File: src/rtl/clk_div_gen.sv
`default_nettype none
// ============================================================================
//  Module   : clk_div_gen
//  Purpose  : Programmable glitch-free clock generator. Divides the system
//             clock by an integer half-period. Start / stop / re-division
//             requests arrive on a valid/ready config port and are applied
//             only at the end of a low phase, so the generated clock never
//             shows a shortened high or low pulse.
//  Ports    :
//    clk        in   system clock, all logic on its rising edge
//    rst        in   asynchronous active-high reset
//    cfg_valid  in   config request valid
//    cfg_ready  out  config can be accepted (transfer = valid & ready)
//    cfg_en     in   1 = run, 0 = stop
//    cfg_half   in   half-period in clk cycles (0 treated as 1)
//    clk_out    out  generated clock (registered)
//    clk_rise   out  pulse in the first high cycle of each high phase
//    clk_fall   out  pulse in the first low cycle after a high phase
//    running    out  generator is in RUN_HI or RUN_LO
//    rise_cnt   out  count of generated rising edges, wraps silently
//  Revision : 1.0 - initial release
// ============================================================================
module clk_div_gen #(
   parameter int DIV_W = 8,
   parameter int CNT_W = 16
) (
   input  logic             clk,
   input  logic             rst,
   input  logic             cfg_valid,
   output logic             cfg_ready,
   input  logic             cfg_en,
   input  logic [DIV_W-1:0] cfg_half,
   output logic             clk_out,
   output logic             clk_rise,
   output logic             clk_fall,
   output logic             running,
   output logic [CNT_W-1:0] rise_cnt
);

   // -------------------------------------------------------------------------
   // State encoding
   // -------------------------------------------------------------------------
   localparam logic [1:0] ST_STOPPED = 2'd0;
   localparam logic [1:0] ST_RUN_HI  = 2'd1;
   localparam logic [1:0] ST_RUN_LO  = 2'd2;

   localparam logic [DIV_W-1:0] C_HALF_ONE = DIV_W'(1);
   localparam logic [DIV_W-1:0] C_HALF_ZERO = '0;
   localparam logic [CNT_W-1:0] C_CNT_ONE  = CNT_W'(1);

   // -------------------------------------------------------------------------
   // Registers
   // -------------------------------------------------------------------------
   logic [1:0]       r_state;
   logic [DIV_W-1:0] r_cnt;        // remaining cycles of current phase minus one
   logic [DIV_W-1:0] r_half;       // active half-period (always >= 1)
   logic             r_pend_valid;
   logic             r_pend_en;
   logic [DIV_W-1:0] r_pend_half;  // stored already normalised (>= 1)
   logic             r_clk_out;
   logic             r_clk_rise;
   logic             r_clk_fall;
   logic [CNT_W-1:0] r_rise_cnt;

   // -------------------------------------------------------------------------
   // Combinational signals
   // -------------------------------------------------------------------------
   logic             w_cfg_fire;
   logic [DIV_W-1:0] w_cfg_half_norm;
   logic             w_pend_load;
   logic             w_pend_consume;
   logic [1:0]       w_state_nxt;
   logic [DIV_W-1:0] w_cnt_nxt;
   logic [DIV_W-1:0] w_half_nxt;
   logic             w_rise;
   logic             w_fall;

   // While stopped nothing can be pending, so the port is always open. While
   // running, the single pending slot blocks further requests until the
   // low-phase end consumes it.
   assign cfg_ready       = (r_state == ST_STOPPED) || !r_pend_valid;
   assign w_cfg_fire      = cfg_valid && cfg_ready;
   assign w_cfg_half_norm = (cfg_half == C_HALF_ZERO) ? C_HALF_ONE : cfg_half;

   // Requests accepted while running are parked; they are never applied in
   // the cycle they arrive, which also covers the last low cycle: a request
   // accepted there waits for the following low-phase end.
   assign w_pend_load = w_cfg_fire && (r_state != ST_STOPPED);

   // -------------------------------------------------------------------------
   // Next-state logic
   // -------------------------------------------------------------------------
   always_comb begin
      w_state_nxt    = r_state;
      w_cnt_nxt      = r_cnt;
      w_half_nxt     = r_half;
      w_rise         = 1'b0;
      w_fall         = 1'b0;
      w_pend_consume = 1'b0;

      case (r_state)
         ST_STOPPED: begin
            if (w_cfg_fire) begin
               w_half_nxt = w_cfg_half_norm;
               if (cfg_en) begin
                  w_state_nxt = ST_RUN_HI;
                  w_cnt_nxt   = w_cfg_half_norm - C_HALF_ONE;
                  w_rise      = 1'b1;
               end
            end
         end

         ST_RUN_HI: begin
            // A high phase always runs to completion; config is not looked at.
            if (r_cnt == C_HALF_ZERO) begin
               w_state_nxt = ST_RUN_LO;
               w_cnt_nxt   = r_half - C_HALF_ONE;
               w_fall      = 1'b1;
            end else begin
               w_cnt_nxt = r_cnt - C_HALF_ONE;
            end
         end

         ST_RUN_LO: begin
            if (r_cnt == C_HALF_ZERO) begin
               // Low-phase end is the only point where config takes effect.
               if (r_pend_valid) begin
                  w_pend_consume = 1'b1;
                  w_half_nxt     = r_pend_half;
                  if (r_pend_en) begin
                     w_state_nxt = ST_RUN_HI;
                     w_cnt_nxt   = r_pend_half - C_HALF_ONE;
                     w_rise      = 1'b1;
                  end else begin
                     // Stopping here leaves clk_out low: no partial pulse.
                     w_state_nxt = ST_STOPPED;
                     w_cnt_nxt   = C_HALF_ZERO;
                  end
               end else begin
                  w_state_nxt = ST_RUN_HI;
                  w_cnt_nxt   = r_half - C_HALF_ONE;
                  w_rise      = 1'b1;
               end
            end else begin
               w_cnt_nxt = r_cnt - C_HALF_ONE;
            end
         end

         default: begin
            // Unused encoding: park safely with the clock low.
            w_state_nxt = ST_STOPPED;
            w_cnt_nxt   = C_HALF_ZERO;
         end
      endcase
   end

   // -------------------------------------------------------------------------
   // FSM, phase counter and active half-period
   // -------------------------------------------------------------------------
   always_ff @(posedge clk or posedge rst) begin
      if (rst) begin
         r_state <= ST_STOPPED;
         r_cnt   <= C_HALF_ZERO;
         r_half  <= C_HALF_ONE;
      end else begin
         r_state <= w_state_nxt;
         r_cnt   <= w_cnt_nxt;
         r_half  <= w_half_nxt;
      end
   end

   // -------------------------------------------------------------------------
   // Pending config slot
   // -------------------------------------------------------------------------
   always_ff @(posedge clk or posedge rst) begin
      if (rst) begin
         r_pend_valid <= 1'b0;
         r_pend_en    <= 1'b0;
         r_pend_half  <= C_HALF_ONE;
      end else begin
         // Consume and load never coincide: ready is low while the slot is
         // full, and consumption only happens with the slot full.
         if (w_pend_consume) begin
            r_pend_valid <= 1'b0;
         end
         if (w_pend_load) begin
            r_pend_valid <= 1'b1;
            r_pend_en    <= cfg_en;
            r_pend_half  <= w_cfg_half_norm;
         end
      end
   end

   // -------------------------------------------------------------------------
   // Registered outputs: clk_out comes straight from a flop so the generated
   // clock cannot glitch on state decode.
   // -------------------------------------------------------------------------
   always_ff @(posedge clk or posedge rst) begin
      if (rst) begin
         r_clk_out  <= 1'b0;
         r_clk_rise <= 1'b0;
         r_clk_fall <= 1'b0;
         r_rise_cnt <= '0;
      end else begin
         r_clk_out  <= (w_state_nxt == ST_RUN_HI);
         r_clk_rise <= w_rise;
         r_clk_fall <= w_fall;
         // Count updates on the same edge that raises clk_rise, so the new
         // value is visible in the cycle the pulse is.
         if (w_rise) begin
            r_rise_cnt <= r_rise_cnt + C_CNT_ONE;
         end
      end
   end

   assign clk_out  = r_clk_out;
   assign clk_rise = r_clk_rise;
   assign clk_fall = r_clk_fall;
   assign rise_cnt = r_rise_cnt;
   assign running  = (r_state == ST_RUN_HI) || (r_state == ST_RUN_LO);

endmodule
`default_nettype wire
File: config.mk
export PLATFORM = sky130hd
export DESIGN_NAME = clk_div_gen
export DESIGN_NICKNAME = d
export VERILOG_FILES = /design/src/rtl/clk_div_gen.sv
export SDC_FILE = /design/constraint.sdc
export NUM_CORES = 1
export LEC_CHECK = 0
export ABC_AREA = 1
export CORE_ASPECT_RATIO = 1.5
export CORE_MARGIN = 3
export CORE_UTILIZATION = 30
export DETAILED_ROUTE_END_ITERATION = 8
export PLACE_DENSITY = 0.59
export SYNTH_ARGS = -nofsm -noshare
export SYNTH_HDL_FRONTEND = slang
export SYNTH_SLANG_ARGS = --single-unit
export TNS_END_PERCENT = 20
File: constraint.sdc
create_clock -name clk -period 3.1 [get_ports clk]
set_input_delay 0.31 -clock clk [delete_from_list [all_inputs] [get_ports clk]]
set_output_delay 0.31 -clock clk [all_outputs]
set_load 0.1 [all_outputs]
After elaboration in Yosys (flattened, before gate mapping)
Index checks and enable logic that the tools add are counted.
W data, S select, Z words.
{ "word_totals": {"reg_bits": 47, "inputBits": 12, "out_inout_bits": 21, "elab_cells": 67} }
{ "op_classes": {"add_sub_neg": 5, "eq_ne": 7, "n_mux": 32, "n_reduce_logical": 13} }
{ "op_table": {"columns": ["op", "n"], "rows": [
  ["$mux W8", 10],
  ["$sub A8 B1 Y8 const B", 4],
  ["$pmux W8 S3", 1],
  ["$add A16 B1 Y16 const B", 1],
  ["$logic_not A8 Y1", 2],
  ["$pmux W8 S2", 1],
  ["$mux W1", 13],
  ["$mux W2", 5],
  ["$ne A2 B2 Y1 const B", 4],
  ["$pmux W2 S3", 1],
  ["$reduce_bool A2 Y1", 3],
  ["$eq A2 B1 Y1 const B", 2],
  ["$reduce_and A4 Y1", 1],
  ["$eq A2 B2 Y1 const B", 1],
  ["$logic_and A1 B1 Y1", 2],
  ["$logic_not A2 Y1", 1],
  ["$logic_or A1 B1 Y1", 2],
  ["$pmux W1 S2", 1],
  ["$reduce_and A2 Y1", 1],
  ["$logic_not A1 Y1", 1]
]} }

Depth between registers and ports, before layout
Gate-level depths: netlist (run 1).
{ "depth": {"depth_word": 6, "mapped_depth": 15, "depth_no_buf": 15} }

Worst setup path after synthesis (run 1)
No wires, ideal clock.
{ "synth_path": {"path_kind": "register to register", "from": "register r_state[1]", "to": "register r_pend_half[4]", "setup_time_ns": 0.128, "arrival_time_ns": 2.268, "required_ns": 2.972, "setup_slack_ns": 0.704, "stages_incl_launch_ff": 9, "path_buffers": 1, "period_less_slack_ns": 2.396, "path_cell_list": "dfrtp_1 > inv_1 > ha_1 > inv_1 > nand2_1 > nand2_1 > nor2_2 > buf_2 > o21ai_0"} }
{ "synth_between": {"elab_chain_cells": 4, "word_cells_on_any_way": 5, "classes_between": "reduce/logical (5)"} }
{ "synth_lines": {"columns": ["element", "line_no", "source"], "rows": [
  ["start: declaration", "54", "logic [1:0] r_state;"],
  ["start signal: assignment", "166", "r_state <= w_state_nxt;"],
  ["$logic_not A2 Y1", "81", "assign cfg_ready = (r_state == ST_STOPPED) || !r_pend_valid;"],
  ["$logic_or A1 B1 Y1", "81", null],
  ["net cfg_ready", "30", "output logic cfg_ready,"],
  ["$logic_and A1 B1 Y1", "82", "assign w_cfg_fire = cfg_valid && cfg_ready;"],
  ["$logic_and A1 B1 Y1", "88", "assign w_pend_load = w_cfg_fire && (r_state != ST_STOPPED);"],
  ["end signal: assignment", "189", "r_pend_half <= w_cfg_half_norm;"],
  ["end: declaration", "59", "logic [DIV_W-1:0] r_pend_half;"]
]} }
The timed path passes the listed nets, and every way through them passes these cells.
A chain may end at the register's enable or synchronous reset.

Worst setup path in the final report (run 1)
{ "layout_path": {"from": "register r_state[0]", "to": "register r_half[0]"} }
{ "layout_between": {"elab_chain_cells": 5, "word_cells_on_any_way": 10, "classes_between": "eq/ne (4); mux (1); reduce/logical (5)"} }
{ "layout_lines": {"columns": ["element", "line_no", "source"], "rows": [
  ["$logic_not A2 Y1", "81, 101", null],
  ["$logic_or A1 B1 Y1", "81", null],
  ["$logic_and A1 B1 Y1", "82", null],
  ["$ne A2 B2 Y1 (no line)", null, null],
  ["$reduce_and A4 Y1 (no line)", null, null],
  ["end signal: assignment", "168", "r_half <= w_half_nxt;"],
  ["end: declaration", "56", "logic [DIV_W-1:0] r_half;"]
]} }
Several ways; a longest one is shown, not always the timed one.

==> impl_metrics.py, run 1 <==
metrics = {
    "run_status": {
        "status": "finished, final reports clean",
    },
    "sta": {
        "min_period_ns": 2.272,
        "rsz0062_at_grt": "false",
        "finalHoldViolCount": 0,
        "fin_crit_sh_pct": 73.30,
        "worst_pin_slew_ns": 0.9820,
        "slew_headroom_pct": 34.33,
        "final_max_slew_viol_count": 0,
        "finClkSkew_ns": 0.004952,
        "fin_setup_tns_ns": 0,
        "finalSetupViolCount": 0,
        "max_freq_ghz": 0.4401,
    },
    "synth": {
        "yosys.area.top_type": "dfrtp_1",
        "ys_seq_elements": 47,
        "synth_cells": 428,
        "synth.avg_cell_area_um2": 7.212,
        "synth_cell_type_count": 35,
        "yosysSeqAreaShare_pct": 38.18,
        "synth_common_cells": "nand2_1 (125), inv_1 (57), dfrtp_1 (45), nor2_1 (40), nand3_1 (36)",
        "yosysMostFrequentCell": "nand2_1",
        "syn_nets": 450,
        "syn_area_mm2": 0.003087,
        "yosys-top-cells-area": "dfrtp_1 (36%), nand2_1 (15%), inv_1 (6.9%)",
        "synthFlopType": "dfrtp_1",
        "synthArstFlopShare_pct": 100.0,
        "netlist.area_leader.share_pct": 36.48,
        "synth_edf_count": 0,
        "ys_warn_count": 0,
    },
    "pwr": {
        "swShare_pct": 53.23,
        "power_frac_comb_pct": 56.3,
        "p_clk_share_pct": 15.7,
        "internal_power_w": 0.001842,
        "power_density_mw_per_mm2": 1081,
        "p_seq_share_pct": 28.0,
        "ir_drop_uv": 699.8,
        "p_switching_w": 0.002097,
        "power.leakage_nw": 1.709,
    },
    "place": {
        "dp_hpwl_um": 6383,
        "port_buffers": 32,
        "placed_cell_area_mm2": 0.003482,
        "gp_congestion": 0.9598,
    },
    "routing": {
        "via_per_inst": 4.986,
        "final_antenna_net_count": 0,
        "drt-total-wl_um": 8234,
        "wl_per_cell_um": 14.27,
        "drt_first_iter_violations": 217,
        "dr_total_vias": 2877,
        "drc": 0,
        "firstDrtPassIters": 5,
    },
    "layout": {
        "syn2layout_area_growth_pct": 18.08,
        "diodes": 0,
        "fill_cells": 1046,
        "stdcell_area_mm2": 0.003645,
        "nets": 484,
        "multi_input_area_mm2": 0.001617,
        "layout-drive-gt1-share_pct": 9.307,
        "seq_area_mm2": 0.001179,
    },
    "clock_network": {
        "cts_resized": 0,
        "clock_path_buffers": 2,
        "cts_max_level": 2,
        "path_clk_slew_ns": 0.07,
        "postCtsSetupBuffers": 0,
        "cts_tree": "built",
        "cts.root.buffer_cell": "clkbuf_16",
        "clk_latency_ns": 0.29,
        "cts-hold-fix-buffers": 0,
        "cts_buffers": 5,
        "cts.sinks": 47,
    },
    "grt": {
        "grt_pass1_vias": 2971,
        "grt_pass1_wl_um": 13860,
        "grt_antenna_before_repair": 0,
        "grt_util_all_layers_pct": 15.52,
        "grt_max_degree": 27,
        "overflow": 0,
    },
    "hold_path": {
        "hp-class": "input port to async pin",
    },
    "floorplanning": {
        "initial_utilization_pct": 31.32,
        "rows": 44,
        "core_area_mm2": 0.009854,
        "dieArea_mm2": 0.01157,
        "ios": 33,
        "die_h_um": 130.2,
        "die_x_um": 88.82,
    },
    "critical_path": {
        "crit_chain": "inv_1 -> ha_1 -> inv_2 -> a21oi_1 -> nand2_1 -> a21oi_4 -> nand3_1 -> o21ai_0",
        "crit_slowest_cell": "ha_1",
        "slowest_delay_ns": 0.61,
        "critPathRequiredTime_ns": 3.31,
        "arrival_ns": 2.49,
        "startpoint_type": "flop",
        "cp-end-kind": "flop",
        "critPathKind": "flop to flop",
        "cp_max_fo": 18,
    },
    "flow_run": {
        "drv_cap": 0,
    },
}
[power by group through the flow]
| stage | Clock, W | Sequential [W] | Combinational (W) |
|---|---|---|---|
| after CTS | 0.000627 | 0.00111 | 0.00223 |
| after global placement | 0 | 0.00111 | 0.00221 |
| final | 0.000617 | 0.00110 | 0.00222 |
| after floorplan | 0 | 0.00157 | 0.00125 |
| after detailed placement | 0 | 0.00111 | 0.00222 |
| after global routing | 0.000649 | 0.00115 | 0.00245 |
[area by class of cell]
class / count / area share [%]
repair buffers: 34 / 8.445
clock inverters: 2 / 1.030
well taps: 115 / 3.948
flip-flops and latches: 47 / 32.34
inverters: 62 / 6.454
clock buffers: 5 / 3.433
multi-input cells: 312 / 44.35
[worst max-delay path: cells and delay by family (launching register included)]
kind	cells	cell delay, ns
AOI/OAI and AO/OA	3	0.64
adders and majority gates	1	0.61
DFF	1	0.42
buffers and inverters	2	0.27
and+or+nand+nor	2	0.26
[logic make-up after synthesis]
family,after synthesis,synth area share (%)
xor gates and xnor gates,20,5.918
AOI/OAI and AO/OA,56,10.01
and+or+nand+nor,226,32.39
buffers and inverters,69,9.444
DFF,47,38.18
adders and majority gates,10,4.054
[placed cells by master (no fill, tap or decap), types with 3 or more instances in the layout]
cell type and instances:
a21oi_1 7, nand2_1 125, inv_2 5, clkdlybuf4s50_1 21, o211ai_1 3, inv_1 56, nor3_1 3, o21ai_1 7
ha_1 10, dfrtp_1 45, nor2_1 40, nand4_1 9, xor2_1 12, nor2_4 3, nor2_2 3, xnor2_1 7
clkbuf_16 5, o21ai_0 34, buf_4 13, nand3_1 36
[metrics by stage]
| step | hold WS [ns] | cells | total power [W] | setup slack (ns) | utilization, % |
|---|---|---|---|---|---|
| after global routing | 0.4232 | 577 | 0.004245 | 0.6086 | 36.99 |
| after global placement | 0.4682 | 570 | 0.003328 | 0.8229 | 35.34 |
| final | 0.3626 | 577 | 0.003939 | 0.8277 | 36.99 |
| after floorplan | 0.4310 | 428 | 0.002822 | 0.7041 | - |
| after CTS | 0.3887 | 577 | 0.003966 | 0.8400 | 36.99 |
| after detailed placement | 0.4724 | 570 | 0.003336 | 0.7416 | 35.34 |
[path summary, 6_finish.rpt]
kind	from	to	slack, ns	depth (start not counted)
hold reg to reg	r_cnt[0]$_DFFE_PP0P_	r_cnt[0]$_DFFE_PP0P_	0.48	2
setup reg to reg	r_state[0]$_DFF_PP0_	r_half[0]$_DFFE_PP1P_	0.83	8
min in group clk	r_cnt[0]$_DFFE_PP0P_	r_cnt[0]$_DFFE_PP0P_	0.48	2
max in group asynchronous	rst	r_half[0]$_DFFE_PP1P_	1.95	3
setup / recovery	r_state[0]$_DFF_PP0_	r_half[0]$_DFFE_PP1P_	0.83	8
hold / removal	rst	r_pend_half[4]$_DFFE_PP0P_	0.36	2
[state kept, by name (all words and copies together), names as in the netlist]
signal	cells
rise_cnt	16
r_cnt	8
r_half	8
r_pend_half	8
r_state	2
clk_fall	1
clk_out	1
clk_rise	1
r_pend_en	1
r_pend_valid	1
[per-layer routing]
layer | GRT usage (%) | wire length, um | part of all wire [%] | up-vias
met3 | 2.716 | 337 | 4.1 | 22
met1 | 17.12 | 3322 | 40 | 1363
met5 | 0 | 0 | 0 | -
met2 | 27.82 | 4268 | 52 | 67
met4 | 7.918 | 306 | 3.7 | 0
li1 | - | - | - | 1425
No activity file was read; power rests on OpenSTA's default activity.
==> inputs of run 2 (changes only) <==
Settings changed: PLACE_DENSITY 0.59 to 0.6.
Clock period 3.1 ns to 1.95 ns, I/O delays scaled along.
==> run 2 against run 1 <==
Net effect: flip-flop and latch count unchanged; first-iteration DRC count down 40%; sequential share of layout area down 2.1 points; global-route usage down 0.065 points.
==> impl_metrics.py, run 2 (synthesized netlist as in run 1, its figures left out) <==
metrics = {
    "layout": {
        "layout_common_cells": "nand2_1 (124), inv_1 (56), buf_4 (44)",
        "largest_register_ffs": 16,
        "final_common_cell": "nand2_1",
        "diodes": 0,
        "nets": 509,
        "layout-drive-gt1-share_pct": 17.01,
        "fin_util_pct": 39.58,
        "syn2layout_area_growth_pct": 26.35,
    },
    "grt": {
        "grt_max_degree": 33,
        "grt_pass1_vias": 2945,
        "grt_antenna_before_repair": 0,
        "grt_pass1_wl_um": 13870,
        "grt_util_all_layers_pct": 15.45,
        "overflow": 0,
    },
    "sta": {
        "slew_headroom_pct": 71.84,
        "final_max_slew_viol_count": 0,
        "fin_hold_ws_ns": 0.1900,
        "fin_setup_tns_ns": 0,
        "finalSetupViolCount": 0,
        "fin_crit_sh_pct": 91.53,
        "max_freq_ghz": 0.5603,
        "min_period_ns": 1.785,
        "finalHoldViolCount": 0,
        "finClkSkew_ns": 0.01413,
        "worst_pin_slew_ns": 0.4208,
        "rsz0062_at_grt": "false",
    },
    "hold_path": {
        "hp-class": "input port to async pin",
    },
    "routing": {
        "dr_total_vias": 2920,
        "final_antenna_net_count": 0,
        "drt-total-wl_um": 8338,
        "drt_first_iter_violations": 130,
        "drc": 0,
        "wl_per_cell_um": 13.83,
        "via_per_inst": 4.842,
        "firstDrtPassIters": 5,
    },
    "clock_network": {
        "path_clk_slew_ns": 0.07,
        "cts.root.buffer_cell": "clkbuf_16",
        "cts_tree": "built",
        "clock_path_buffers": 2,
        "clk_latency_ns": 0.30,
        "cts-hold-fix-buffers": 0,
        "cts_max_level": 2,
        "cts.sinks": 47,
        "cts_buffers": 5,
        "postCtsSetupBuffers": 0,
    },
    "place": {
        "port_buffers": 32,
        "gp_congestion": 0.8879,
        "dp_hpwl_um": 6574,
    },
    "run_status": {
        "status": "finished, final reports clean",
    },
    "critical_path": {
        "r2r_end": "rise_cnt[10]$_DFFE_PP0P_",
        "r2r-start": "r_cnt[0]$_DFFE_PP0P_",
        "crit_slowest_cell": "dfrtp_1",
        "critPathMostFrequentCell": "nor2_4",
        "cp-end-kind": "flop",
        "critPathRequiredTime_ns": 2.13,
        "startpoint_type": "flop",
        "arrival_ns": 1.96,
        "slowest_delay_ns": 0.37,
        "crit_chain": "inv_1 -> ha_1 -> nand3_1 -> nor2_4 -> nand3_2 -> nand2_4 -> inv_4 -> nor2_4 -> nand2_1 -> xor2_1",
        "rrSetupSlack_ns": 0.17,
        "critPathKind": "flop to flop",
        "reg2regPathDepth": 10,
        "cp_max_fo": 10,
    },
    "floorplanning": {
        "initial_utilization_pct": 31.32,
        "ios": 33,
        "dieArea_mm2": 0.01157,
        "core_area_mm2": 0.009854,
        "die_x_um": 88.82,
        "rows": 44,
        "die_h_um": 130.2,
    },
    "pwr": {
        "power.leakage_nw": 1.869,
        "power_density_mw_per_mm2": 1714,
        "ir_drop_uv": 1255,
    },
    "flow_run": {
        "drv_cap": 0,
    },
}
## run 2: report_power, final
part	switching (W)	total, W	internal [W]
sequential	0.000394	0.00178	0.00138
combinational	0.00262	0.00377	0.00115
clock	0.000398	0.00113	0.000735
## run 2: repair_timing
item,CTS,global route
setup endpoints to repair,0,3
hold endpoints to repair,0,0
gates resized for setup,0,1
## run 2: how the worst max path moves through the flow
| stage | cells past startpoint | slack (ns) | endpoint | startpoint |
|---|---|---|---|---|
| after floorplan | 6 | -0.06 | rise_cnt[10]$_DFFE_PP0P_ | rise_cnt[3]$_DFFE_PP0P_ |
| after global placement | 14 | -0.03 | r_cnt[4]$_DFFE_PP0P_ | cfg_half[5] |
| after detailed placement | 14 | -0.06 | r_cnt[4]$_DFFE_PP0P_ | cfg_half[4] |
| after CTS | 10 | 0.14 | rise_cnt[10]$_DFFE_PP0P_ | r_cnt[0]$_DFFE_PP0P_ |
| after global routing | 10 | 0.009 | rise_cnt[10]$_DFFE_PP0P_ | r_cnt[0]$_DFFE_PP0P_ |
| final | 10 | 0.17 | rise_cnt[10]$_DFFE_PP0P_ | r_cnt[0]$_DFFE_PP0P_ |
## run 2: area by class of cell
cell class	instances	area (um^2)
Fill cell	999	5954
Multi-Input combinational cell	312	1627
Tap cell	115	143.9
Sequential cell	47	1181
Timing Repair Buffer	59	520.5
Clock buffer	5	125.1
Inverter	62	235.2
Clock inverter	3	67.56
## run 2: worst max-delay path, delay by kind of cell (launching register included)
family	cells	cell delay, ns
and+or+nand+nor	6	0.79
DFF	1	0.37
adders and majority gates	1	0.17
buffers and inverters	2	0.20
xor gates and xnor gates	1	0.14
## run 2: metrics by stage
stage / cell area (um^2) / std cells / power [W] / setup WS [ns]
6_report: 3900 / 603 / 0.006683 / 0.1652
5_1_grt: 3900 / 603 / 0.007135 / 0.008811
4_1_cts: 3897 / 603 / 0.006718 / 0.1371
3_5_place_dp: 3705 / 595 / 0.005551 / -0.05574
3_3_place_gp: 3705 / 595 / 0.005511 / -0.03076
2_1_floorplan: 3097 / 428 / 0.004503 / -0.06126
## run 2: layer usage
| metal | GRT usage, % | part of all wire (%) | wire length (um) |
|---|---|---|---|
| met1 | 16.61 | 40 | 3313 |
| met2 | 28.65 | 54 | 4518 |
| met3 | 2.969 | 3.4 | 282 |
| met4 | 6.584 | 2.7 | 224 |
| met5 | 0 | 0 | 0 |
==> inputs of run 3 (changes only) <==
Settings changed: SETUP_SLACK_MARGIN set to 0.05.
==> results of run 3 <==
The final DEF is identical to that of run 2. Status: finished, final reports clean.
